--- config.mk ---
export PLATFORM = sky130hd
export DESIGN_NAME = fetch_unit
export DESIGN_NICKNAME = d
export VERILOG_FILES = /design/src/rtl/fetch_pkg.sv /design/src/rtl/fetch_unit_if_id_reg.sv /design/src/rtl/fetch_unit.sv
export SDC_FILE = /design/constraint.sdc
export NUM_CORES = 1
export LEC_CHECK = 0
export BUFFER_PORTS_ARGS = -buffer_cell sky130_fd_sc_hd__buf_2
export CORE_UTILIZATION = 37
export CTS_CLUSTER_SIZE = 8
export DETAILED_ROUTE_END_ITERATION = 12
export GPL_TIMING_DRIVEN = 0
export PLACE_DENSITY = 0.58
export SYNTH_ARGS = -nofsm -noshare
export SYNTH_HDL_FRONTEND = slang
export SYNTH_SLANG_ARGS = --single-unit
--- constraint.sdc ---
create_clock -name clk -period 2.4 [get_ports clk]
set_input_delay 0.6 -clock clk [delete_from_list [all_inputs] [get_ports clk]]
set_output_delay 0.6 -clock clk [all_outputs]
set_load 0.01 [all_outputs]
--- src/rtl/fetch_pkg.sv ---
// Shared types and opcode constants for the instruction-fetch stage.
package fetch_pkg;

  typedef enum logic [1:0] {
    BOOT_LO   = 2'd0,
    BOOT_HI   = 2'd1,
    FETCH_OP  = 2'd2,
    FETCH_IMM = 2'd3
  } fetch_state_e;

  localparam int OPC_W = 5;

  localparam logic [OPC_W-1:0] OPC_NOP  = 5'b00000;
  localparam logic [OPC_W-1:0] OPC_IADD = 5'b00001;
  localparam logic [OPC_W-1:0] OPC_LDM  = 5'b01101;
  localparam logic [OPC_W-1:0] OPC_JMP  = 5'b10000;
  localparam logic [OPC_W-1:0] OPC_CALL = 5'b10001;
  localparam logic [OPC_W-1:0] OPC_RET  = 5'b10010;

  localparam logic [OPC_W-1:0] IMM_MASK_DEF  = 5'b11111;
  localparam logic [OPC_W-1:0] IMM_MATCH_DEF = OPC_LDM;

  function automatic logic is_two_word(input logic [OPC_W-1:0] opcode);
    return (opcode & IMM_MASK_DEF) == IMM_MATCH_DEF;
  endfunction

endpackage

--- src/rtl/fetch_unit_if_id_reg.sv ---
// IF/ID pipeline slot: flush clears it, load captures new contents, otherwise it holds.
import fetch_pkg::*;

module if_id_reg #(
  parameter int INST_W = 16,
  parameter int PC_W   = 32
) (
  input  logic              clk,
  input  logic              rst_n,
  input  logic              load,
  input  logic              flush,
  input  logic              d_valid,
  input  logic [INST_W-1:0] d_instr,
  input  logic [INST_W-1:0] d_imm,
  input  logic [PC_W-1:0]   d_pc,
  input  logic [PC_W-1:0]   d_pc_next,
  output logic              q_valid,
  output logic [INST_W-1:0] q_instr,
  output logic [INST_W-1:0] q_imm,
  output logic [PC_W-1:0]   q_pc,
  output logic [PC_W-1:0]   q_pc_next
);

  logic              valid_q, valid_d;
  logic [INST_W-1:0] instr_q, instr_d;
  logic [INST_W-1:0] imm_q, imm_d;
  logic [PC_W-1:0]   pc_q, pc_d;
  logic [PC_W-1:0]   pc_next_q, pc_next_d;

  always_comb begin
    valid_d   = valid_q;
    instr_d   = instr_q;
    imm_d     = imm_q;
    pc_d      = pc_q;
    pc_next_d = pc_next_q;
    if (flush) begin
      valid_d   = 1'b0;
      instr_d   = '0;
      imm_d     = '0;
      pc_d      = '0;
      pc_next_d = '0;
    end else if (load) begin
      valid_d   = d_valid;
      instr_d   = d_instr;
      imm_d     = d_imm;
      pc_d      = d_pc;
      pc_next_d = d_pc_next;
    end
  end

  always_ff @(posedge clk or negedge rst_n) begin
    if (!rst_n) begin
      valid_q   <= 1'b0;
      instr_q   <= '0;
      imm_q     <= '0;
      pc_q      <= '0;
      pc_next_q <= '0;
    end else begin
      valid_q   <= valid_d;
      instr_q   <= instr_d;
      imm_q     <= imm_d;
      pc_q      <= pc_d;
      pc_next_q <= pc_next_d;
    end
  end

  assign q_valid   = valid_q;
  assign q_instr   = instr_q;
  assign q_imm     = imm_q;
  assign q_pc      = pc_q;
  assign q_pc_next = pc_next_q;

endmodule

--- src/rtl/fetch_unit.sv ---
// Instruction-fetch stage: PC, one/two-word assembly FSM and IF/ID slot.
// Optional boot-vector PC load after reset is enabled with `define FETCH_BOOT_VECTOR_EN.
import fetch_pkg::*;

module fetch_unit #(
  parameter int                   INST_W    = 16,
  parameter int                   PC_W      = 32,
  parameter int                   OPCODE_W  = 5,
  parameter logic [OPCODE_W-1:0]  IMM_MASK  = IMM_MASK_DEF,
  parameter logic [OPCODE_W-1:0]  IMM_MATCH = IMM_MATCH_DEF,
  parameter logic [PC_W-1:0]      RESET_PC  = '0,
  parameter logic [PC_W-1:0]      BOOT_ADDR = '0
) (
  input  logic              clk,
  input  logic              rst_n,
  output logic [PC_W-1:0]   imem_addr,
  input  logic [INST_W-1:0] imem_rdata,
  input  logic              stall,
  input  logic              redirect,
  input  logic [PC_W-1:0]   redirect_pc,
  output logic              if_valid,
  output logic [INST_W-1:0] if_instr,
  output logic [INST_W-1:0] if_imm,
  output logic [PC_W-1:0]   if_pc,
  output logic [PC_W-1:0]   if_pc_next
);

`ifdef FETCH_BOOT_VECTOR_EN
  localparam bit           BOOT_EN = 1'b1;
  localparam fetch_state_e ST_RST  = BOOT_LO;
`else
  localparam bit           BOOT_EN = 1'b0;
  localparam fetch_state_e ST_RST  = FETCH_OP;
`endif
  localparam logic [PC_W-1:0] PC_RST = BOOT_EN ? BOOT_ADDR : RESET_PC;
  localparam logic [PC_W-1:0] PC_ONE = PC_W'(1);

  fetch_state_e      state_q, state_d;
  logic [PC_W-1:0]   pc_q, pc_d;
  logic [INST_W-1:0] hold_instr_q, hold_instr_d;
  logic [PC_W-1:0]   hold_pc_q, hold_pc_d;

  logic              slot_load, slot_flush, slot_valid;
  logic [INST_W-1:0] slot_instr, slot_imm;
  logic [PC_W-1:0]   slot_pc, slot_pc_next;
  logic [PC_W-1:0]   pc_inc;
  logic              two_word;

  assign pc_inc   = pc_q + PC_ONE;
  assign two_word = (imem_rdata[INST_W-1 -: OPCODE_W] & IMM_MASK) == IMM_MATCH;

`ifdef FETCH_BOOT_VECTOR_EN
  logic [2*INST_W-1:0] boot_vec;
  // During boot the hold register temporarily carries the low boot word.
  assign boot_vec = {imem_rdata, hold_instr_q};
`endif

  always_comb begin
    state_d      = state_q;
    pc_d         = pc_q;
    hold_instr_d = hold_instr_q;
    hold_pc_d    = hold_pc_q;
    slot_load    = 1'b0;
    slot_flush   = 1'b0;
    slot_valid   = 1'b0;
    slot_instr   = '0;
    slot_imm     = '0;
    slot_pc      = '0;
    slot_pc_next = '0;
    case (state_q)
`ifdef FETCH_BOOT_VECTOR_EN
      BOOT_LO: begin
        hold_instr_d = imem_rdata;
        pc_d         = pc_inc;
        state_d      = BOOT_HI;
      end
      BOOT_HI: begin
        pc_d         = boot_vec[PC_W-1:0];
        hold_instr_d = '0;
        state_d      = FETCH_OP;
      end
`endif
      FETCH_OP, FETCH_IMM: begin
        if (redirect) begin
          pc_d         = redirect_pc;
          state_d      = FETCH_OP;
          hold_instr_d = '0;
          hold_pc_d    = '0;
          slot_flush   = 1'b1;
        end else if (!stall) begin
          pc_d = pc_inc;
          if (state_q == FETCH_IMM) begin
            slot_load    = 1'b1;
            slot_valid   = 1'b1;
            slot_instr   = hold_instr_q;
            slot_imm     = imem_rdata;
            slot_pc      = hold_pc_q;
            slot_pc_next = pc_inc;
            state_d      = FETCH_OP;
          end else if (two_word) begin
            // Opcode half of a two-word instruction: park it and emit a bubble.
            hold_instr_d = imem_rdata;
            hold_pc_d    = pc_q;
            slot_flush   = 1'b1;
            state_d      = FETCH_IMM;
          end else begin
            slot_load    = 1'b1;
            slot_valid   = 1'b1;
            slot_instr   = imem_rdata;
            slot_pc      = pc_q;
            slot_pc_next = pc_inc;
          end
        end
      end
      default: state_d = FETCH_OP;
    endcase
  end

  always_ff @(posedge clk or negedge rst_n) begin
    if (!rst_n) begin
      state_q      <= ST_RST;
      pc_q         <= PC_RST;
      hold_instr_q <= '0;
      hold_pc_q    <= '0;
    end else begin
      state_q      <= state_d;
      pc_q         <= pc_d;
      hold_instr_q <= hold_instr_d;
      hold_pc_q    <= hold_pc_d;
    end
  end

  assign imem_addr = pc_q;

  if_id_reg #(
    .INST_W (INST_W),
    .PC_W   (PC_W)
  ) u_if_id_reg (
    .clk       (clk),
    .rst_n     (rst_n),
    .load      (slot_load),
    .flush     (slot_flush),
    .d_valid   (slot_valid),
    .d_instr   (slot_instr),
    .d_imm     (slot_imm),
    .d_pc      (slot_pc),
    .d_pc_next (slot_pc_next),
    .q_valid   (if_valid),
    .q_instr   (if_instr),
    .q_imm     (if_imm),
    .q_pc      (if_pc),
    .q_pc_next (if_pc_next)
  );

endmodule
==> results.ini, run 1 <==
[timing]
finalClockSkew_ps=10.5
rsz0062_at_grt=true
hold_violations=0
finalCritPeriodShare=0.948
holdWs_ps=158
worst_pin_slew_ps=786
final_max_slew_viol_count=0
max_freq_ghz=0.440
period_minus_slack_ps=2270
slew_headroom=0.476
setup_viol=0
tns_ps=0

[yosys]
synth_area_leaders=dfrtp_1, a22o_1, mux2i_1
synth_area_mm2=0.00803
synth_cell_types=38
ys_warn_count=0
synth_top_area_frac=0.555
netlist_instances=757
seq_area_frac_synth=0.555
syn_area_per_cell_um2=10.6
synth-seq-cells=178
yosysTopAreaCell=dfrtp_1
syn-num-nets=810

[route]
route.vias.total=6387
wl_per_cell_um=18.8
routed_wirelength_mm=23.4
dr.pass1.iters=4
ant_nets=0
dr.first_iter.drc_count=263
vias_per_cell=5.13
drc=0

[cells_and_area]
synthToLayoutAreaGrowth_pct=24.0
final_nets=1010
fillers=2049
final-seq-area_mm2=0.00445
drive_gt1_frac=0.265
multiInputGateArea_mm2=0.00329
final_area_mm2=0.00995
postLayoutCoreUtil=0.471

[worst_setup_path]
worst_setup_path_start_kind=flip-flop
arrival_ps=2620
worstPathMaxFanout=10
required_ps=2740
end_kind=flip-flop
path_class=flip-flop to flip-flop

[placed_design]
place.gp.congestion=0.776
numPortBuffers=179
dpl_cell_area_mm2=0.00931
hpwl_mm=16.4

[pwr]
pwr_density_cell_mw_per_mm2=697
ir_drop_mv=0.527
p_total_mw=6.94
p_leak_nw=4.66

[floorplan]
start_util=0.380
die_h_um=149
die_area_mm2=0.0223
io_pins=181
die_x_um=149
fp-row-count=53
core-area_mm2=0.0212

[clock_tree]
clock_latency_ps=440
cts_tree=yes
cts_max_level=4
cts_sinks=178
clk_pin_slew_ps=70
numCtsBuffers=17
clockBufferDepth=2
root_buffer=clkbuf_16

[grt]
grt_pass1_wl_mm=36.0
grt_pass1_vias=6245
track_usage=0.215
antenna_found_initial=1
overflow=0
grt_max_degree=91

[run_status]
status=complete, no violations

[flow_run]
max_cap_violations=0

[worst_hold_path]
hp-class=primary input to asynchronous set/reset pin

## area by class of cell
class,instances,area share
multi-input cells,507,0.331
well taps,275,0.0346
flip-flops and latches,178,0.447
inverters,2,0.000754
repair buffers,181,0.0958
clock inverters,14,0.0156
clock buffers,18,0.0431
plain buffers,70,0.0318
diodes,1,0.000251
## layout by cell type (no fill, tap or decap), types with 6 or more instances in the layout
master and instances:
buf_2 200, dfrtp_1 178, nand2_1 122, o21ai_0 62, a22o_1 59, mux2i_1 48, o21ai_1 45, clkbuf_1 37
xor2_1 36, xnor2_1 25, nand3_1 22, clkbuf_16 17, nor2_1 16, nand4_1 14, nor3_1 6, buf_4 6
## final timing paths
| kind | slack [ps] | cells past startpoint | endpoint | start |
|---|---|---|---|---|
| worst max-delay path | 130 | 7 | imem_addr[24]$_DFFE_PN0P_ | imem_addr[0]$_DFFE_PN0P_ |
| worst min-delay path | 160 | 1 | u_if_id_reg.q_pc[24]$_DFFE_PN0P_ | rst_n |
| worst max register to register | 130 | 7 | imem_addr[24]$_DFFE_PN0P_ | imem_addr[0]$_DFFE_PN0P_ |
| worst min register to register | 470 | 2 | u_if_id_reg.q_instr[7]$_DFFE_PN0P_ | u_if_id_reg.q_instr[7]$_DFFE_PN0P_ |
| max in group asynchronous | 1340 | 2 | u_if_id_reg.q_pc_next[5]$_DFFE_PN0P_ | rst_n |
| min in group clk | 360 | 3 | imem_addr[6]$_DFFE_PN0P_ | redirect_pc[6] |
## Yosys cell counts
library cell and number:
and3_1 5, a22o_1 59, clkbuf_2 1, inv_1 2, nor3_1 6, dfrtp_1 178
buf_4 6, nor4_1 2, nand3_1 23, buf_1 3, nor4_2 3, nand4_4 1
o21ai_0 62, nor3_2 1, mux2i_1 48, nor2b_1 5, nor2_1 17, nand4_2 1
o21ai_1 45, nor3_4 1, a22oi_1 5, nor4b_2 1, a31oi_1 1, and2_1 5
a21o_1 4, nand3b_1 1, clkbuf_1 39, nor3b_2 1, nand2_1 123, nand4_1 14
xor2_1 36, a21oi_1 1, nand4b_1 5, ha_1 1, and4_1 4, nor4_4 1
xnor2_1 25, buf_2 21
## kinds of logic after synthesis
family | Yosys count | synth area share
simple gates | 220 | 0.137
flops | 178 | 0.555
compound gates | 177 | 0.141
buf+inv | 72 | 0.0399
xor+xnor | 61 | 0.0665
mux | 48 | 0.0598
fa+ha+maj | 1 | 0.00156
## what timing repair did
action | CTS | global route
resized for setup | 3 | 9
pin swaps | 1 | 0
endpoints found under the hold margin | 0 | 0
buffers inserted | 1 | 0
hold buffers | 0 | 0
setup endpoints to repair | 31 | 98
## layer usage
metal  track usage  wire length [um]  part of all wire  vias up
met5             0                 0                 0        -
li1              -                 -                 -     3035
met4        0.0668               335             0.014        0
met3        0.0364              1040             0.045       22
met1         0.309             11100              0.48     3175
met2         0.331             10900              0.47      155
## power by group
group / leakage, nW / internal, mW / switching, mW
clock network: 0.270 / 1.55 / 1.28
registers: 2.38 / 3.14 / 0.114
logic: 2.01 / 0.307 / 0.549
## worst max-delay path: stages, from the launching register on
cell	delay (ps)
dfrtp_1	500
ha_2	290
nand4_1	410
nor3_4	350
buf_12	160
nand4_1	130
xor2_1	170
o21ai_1	170
## sequential cells by signal, indices dropped and copies added, names as in the netlist
name / cells
hold_pc_q: 32
u_if_id_reg.q_pc: 32
u_if_id_reg.q_valid: 1
imem_addr: 32
u_if_id_reg.q_imm: 16
u_if_id_reg.q_pc_next: 32
u_if_id_reg.q_instr: 16
state_q: 1
hold_instr_q: 16
## metrics by stage
step,setup slack [ps],instances
floorplan,501,757
CTS,27.9,1245
detailed placement,-378,1212
global route,-30.9,1245
global placement,-2300,1211
finish,125,1246
No activity file was read; power rests on OpenSTA's default activity.
==> run 2: changes to the inputs <==
--- a/config.mk
+++ b/config.mk
@@ -6,6 +6,7 @@
 export NUM_CORES = 1
 export LEC_CHECK = 0
 export BUFFER_PORTS_ARGS = -buffer_cell sky130_fd_sc_hd__buf_2
+export CORE_ASPECT_RATIO = 1.2
 export CORE_UTILIZATION = 37
 export CTS_CLUSTER_SIZE = 8
 export DETAILED_ROUTE_END_ITERATION = 12
==> constraint.sdc (replaced) <==
create_clock -name clk -period 2.4 [get_ports clk]
set_input_delay 0.6 -clock clk [delete_from_list [all_inputs] [get_ports clk]]
set_output_delay 0.6 -clock clk [all_outputs]
set_load 0.02 [all_outputs]
==> run 2 against run 1 <==
Hold slack got worse by 22 ps. Flip-flop and latch count unchanged. Combinational power increased by 13%. Largest cell class unchanged.
==> results.ini, run 2 (synthesized netlist as in run 1, its figures left out) <==
[run_status]
status=complete, no violations

[worst_hold_path]
hp-class=primary input to asynchronous set/reset pin

[worst_setup_path]
arrival_ps=2540  ; -80 ps
path_class=flip-flop to flip-flop
worst_setup_path_start_kind=flip-flop
worstPathMaxFanout=8  ; -2
end_kind=flip-flop
required_ps=2710  ; -30 ps

[timing]
setup_viol=0  ; unchanged
slew_headroom=0.458  ; -0.0183
worst_pin_slew_ps=813  ; +27.5 ps
period_minus_slack_ps=2230  ; -49.5 ps
final_max_slew_viol_count=0  ; unchanged
finalClockSkew_ps=9.96  ; -0.534 ps
max_freq_ghz=0.449  ; +2.2%
hold_violations=0  ; unchanged
setup_slack_ps=175  ; +49.5 ps
rsz0062_at_grt=false
finalCritPeriodShare=0.927  ; -0.0206

[pwr]
swShare=0.288  ; +0.00858
p_seq_frac=0.452  ; -0.017
pwr_density_cell_mw_per_mm2=719  ; +3.2%
p_leak_nw=4.70  ; +0.80%
p_clk_frac=0.414  ; +0.007
p_total_mw=7.19  ; +3.7%
p_comb_frac=0.134  ; +0.011
p_switching_mw=2.07  ; +6.8%
ir_drop_mv=0.478  ; -9.3%
p_int_mw=5.12  ; +2.4%

[cells_and_area]
most-common-layout-cells=buf_2, dfrtp_1, nand2_1
num_antenna_cells=0  ; -1
fillers=2070  ; +1.0%
final_cells=1243  ; -0.24%
final_nets=1013  ; +0.30%
final_common_cell=buf_2
synthToLayoutAreaGrowth_pct=24.6
drive_gt1_frac=0.265  ; about the same

[clock_tree]
cts_tree=yes
cts_sinks=178  ; unchanged
root_buffer=clkbuf_16
numCtsBuffers=17  ; unchanged
clock_latency_ps=440  ; about the same
cts_max_level=4  ; unchanged
clk_pin_slew_ps=70  ; about the same
clockBufferDepth=2  ; unchanged

[floorplan]
start_util=0.380  ; +0.000652
die_area_mm2=0.0223  ; about the same
die_h_um=163  ; +9.4%
fp-row-count=58  ; +9.4%
io_pins=181  ; unchanged
die_x_um=136  ; -8.6%
core-area_mm2=0.0211  ; -0.17%

[route]
wl_per_cell_um=18.5  ; -1.5%
dr.first_iter.drc_count=278  ; +5.7%
ant_nets=0  ; unchanged
routed_wirelength_mm=23.0  ; -1.7%
route.vias.total=6364  ; -0.36%
vias_per_cell=5.12  ; -0.12%
dr.pass1.iters=5  ; +1
drc=0  ; unchanged

[flow_run]
max_cap_violations=0  ; unchanged

[placed_design]
pre_cts_ws_ps=-395  ; -17.8 ps
place.gp.congestion=0.793  ; +2.1%
hpwl_mm=16.7  ; +2.1%
dpl.cell_count=1207  ; -0.41%
numPortBuffers=179  ; unchanged

[grt]
grt_pass1_wl_mm=36.4  ; +0.92%
grt_pass1_vias=6306  ; +0.98%
antenna_found_initial=0  ; -1
overflow=0  ; unchanged
grt_max_degree=98  ; +7.7%
track_usage=0.218  ; +0.00265

==> run 2: area by class of cell <==
type,instances,area [um2],share of cell area
timing repair buffer,184,976,0.0976
multi-input combinational,507,3290,0.329
inverter,2,7.51,0.000750
clock inverter,15,195,0.0195
buffer,70,320,0.0320
tap,270,338,0.0338
sequential,178,4450,0.445
clock buffer,17,425,0.0425
==> run 2: power groups by stage <==
stage	Clock [mW]	Sequential, mW	Combinational, mW
after floorplan	0	3.46	0.388
after global placement	0	3.31	0.958
after detailed placement	0	3.31	0.974
after CTS	3.03	3.25	0.980
after global routing	3.16	3.27	1.06
final	2.98	3.25	0.965
==> run 2: through the flow <==
| stage | setup TNS, ps | area, um2 | hold WS, ps | util |
|---|---|---|---|---|
| floorplan | 0 | 8030 | 304 | - |
| global placement | -421440 | 9260 | 459 | 0.439 |
| detailed placement | -15140 | 9300 | 466 | 0.440 |
| CTS | -14.1 | 9940 | 166 | 0.471 |
| global route | 0 | 10000 | 183 | 0.474 |
| finish | 0 | 10000 | 136 | 0.474 |
==> run 2: timing repair <==
item                       in CTS  in global routing
setup endpoints to repair      22                 56
hold buffers                    0                  0
pin swaps                       1                  3
setup buffers                   0                  4
gates resized for setup         5                  4
==> run 2: layer usage <==
| layer | global-route usage | up-vias | wire, um |
|---|---|---|---|
| met4 | 0.0677 | 0 | 352 |
| li1 | - | 3047 | - |
| met3 | 0.0385 | 23 | 944 |
| met5 | 0 | - | 0 |
| met2 | 0.357 | 150 | 11300 |
| met1 | 0.291 | 3144 | 10400 |
==> run 2: worst max-delay path, stage by stage (launching register included) <==
cell,delay (ps)
dfrtp_1,530
nand3_1,420
nor4_4,630
nand4b_1,210
xor2_1,230
o21ai_1,70
==> run 2: worst paths after layout <==
path	start	to	slack (ps)	depth (start not counted)
worst min register to register	u_if_id_reg.q_pc[27]$_DFFE_PN0P_	u_if_id_reg.q_pc[27]$_DFFE_PN0P_	470	2
max in group asynchronous	rst_n	u_if_id_reg.q_pc_next[5]$_DFFE_PN0P_	1370	2
worst max-delay path	imem_addr[0]$_DFFE_PN0P_	imem_addr[15]$_DFFE_PN0P_	170	5
min in group clk	redirect_pc[15]	imem_addr[15]$_DFFE_PN0P_	370	3
worst min-delay path	rst_n	u_if_id_reg.q_pc[24]$_DFFE_PN0P_	140	1
worst max register to register	imem_addr[0]$_DFFE_PN0P_	imem_addr[15]$_DFFE_PN0P_	170	5
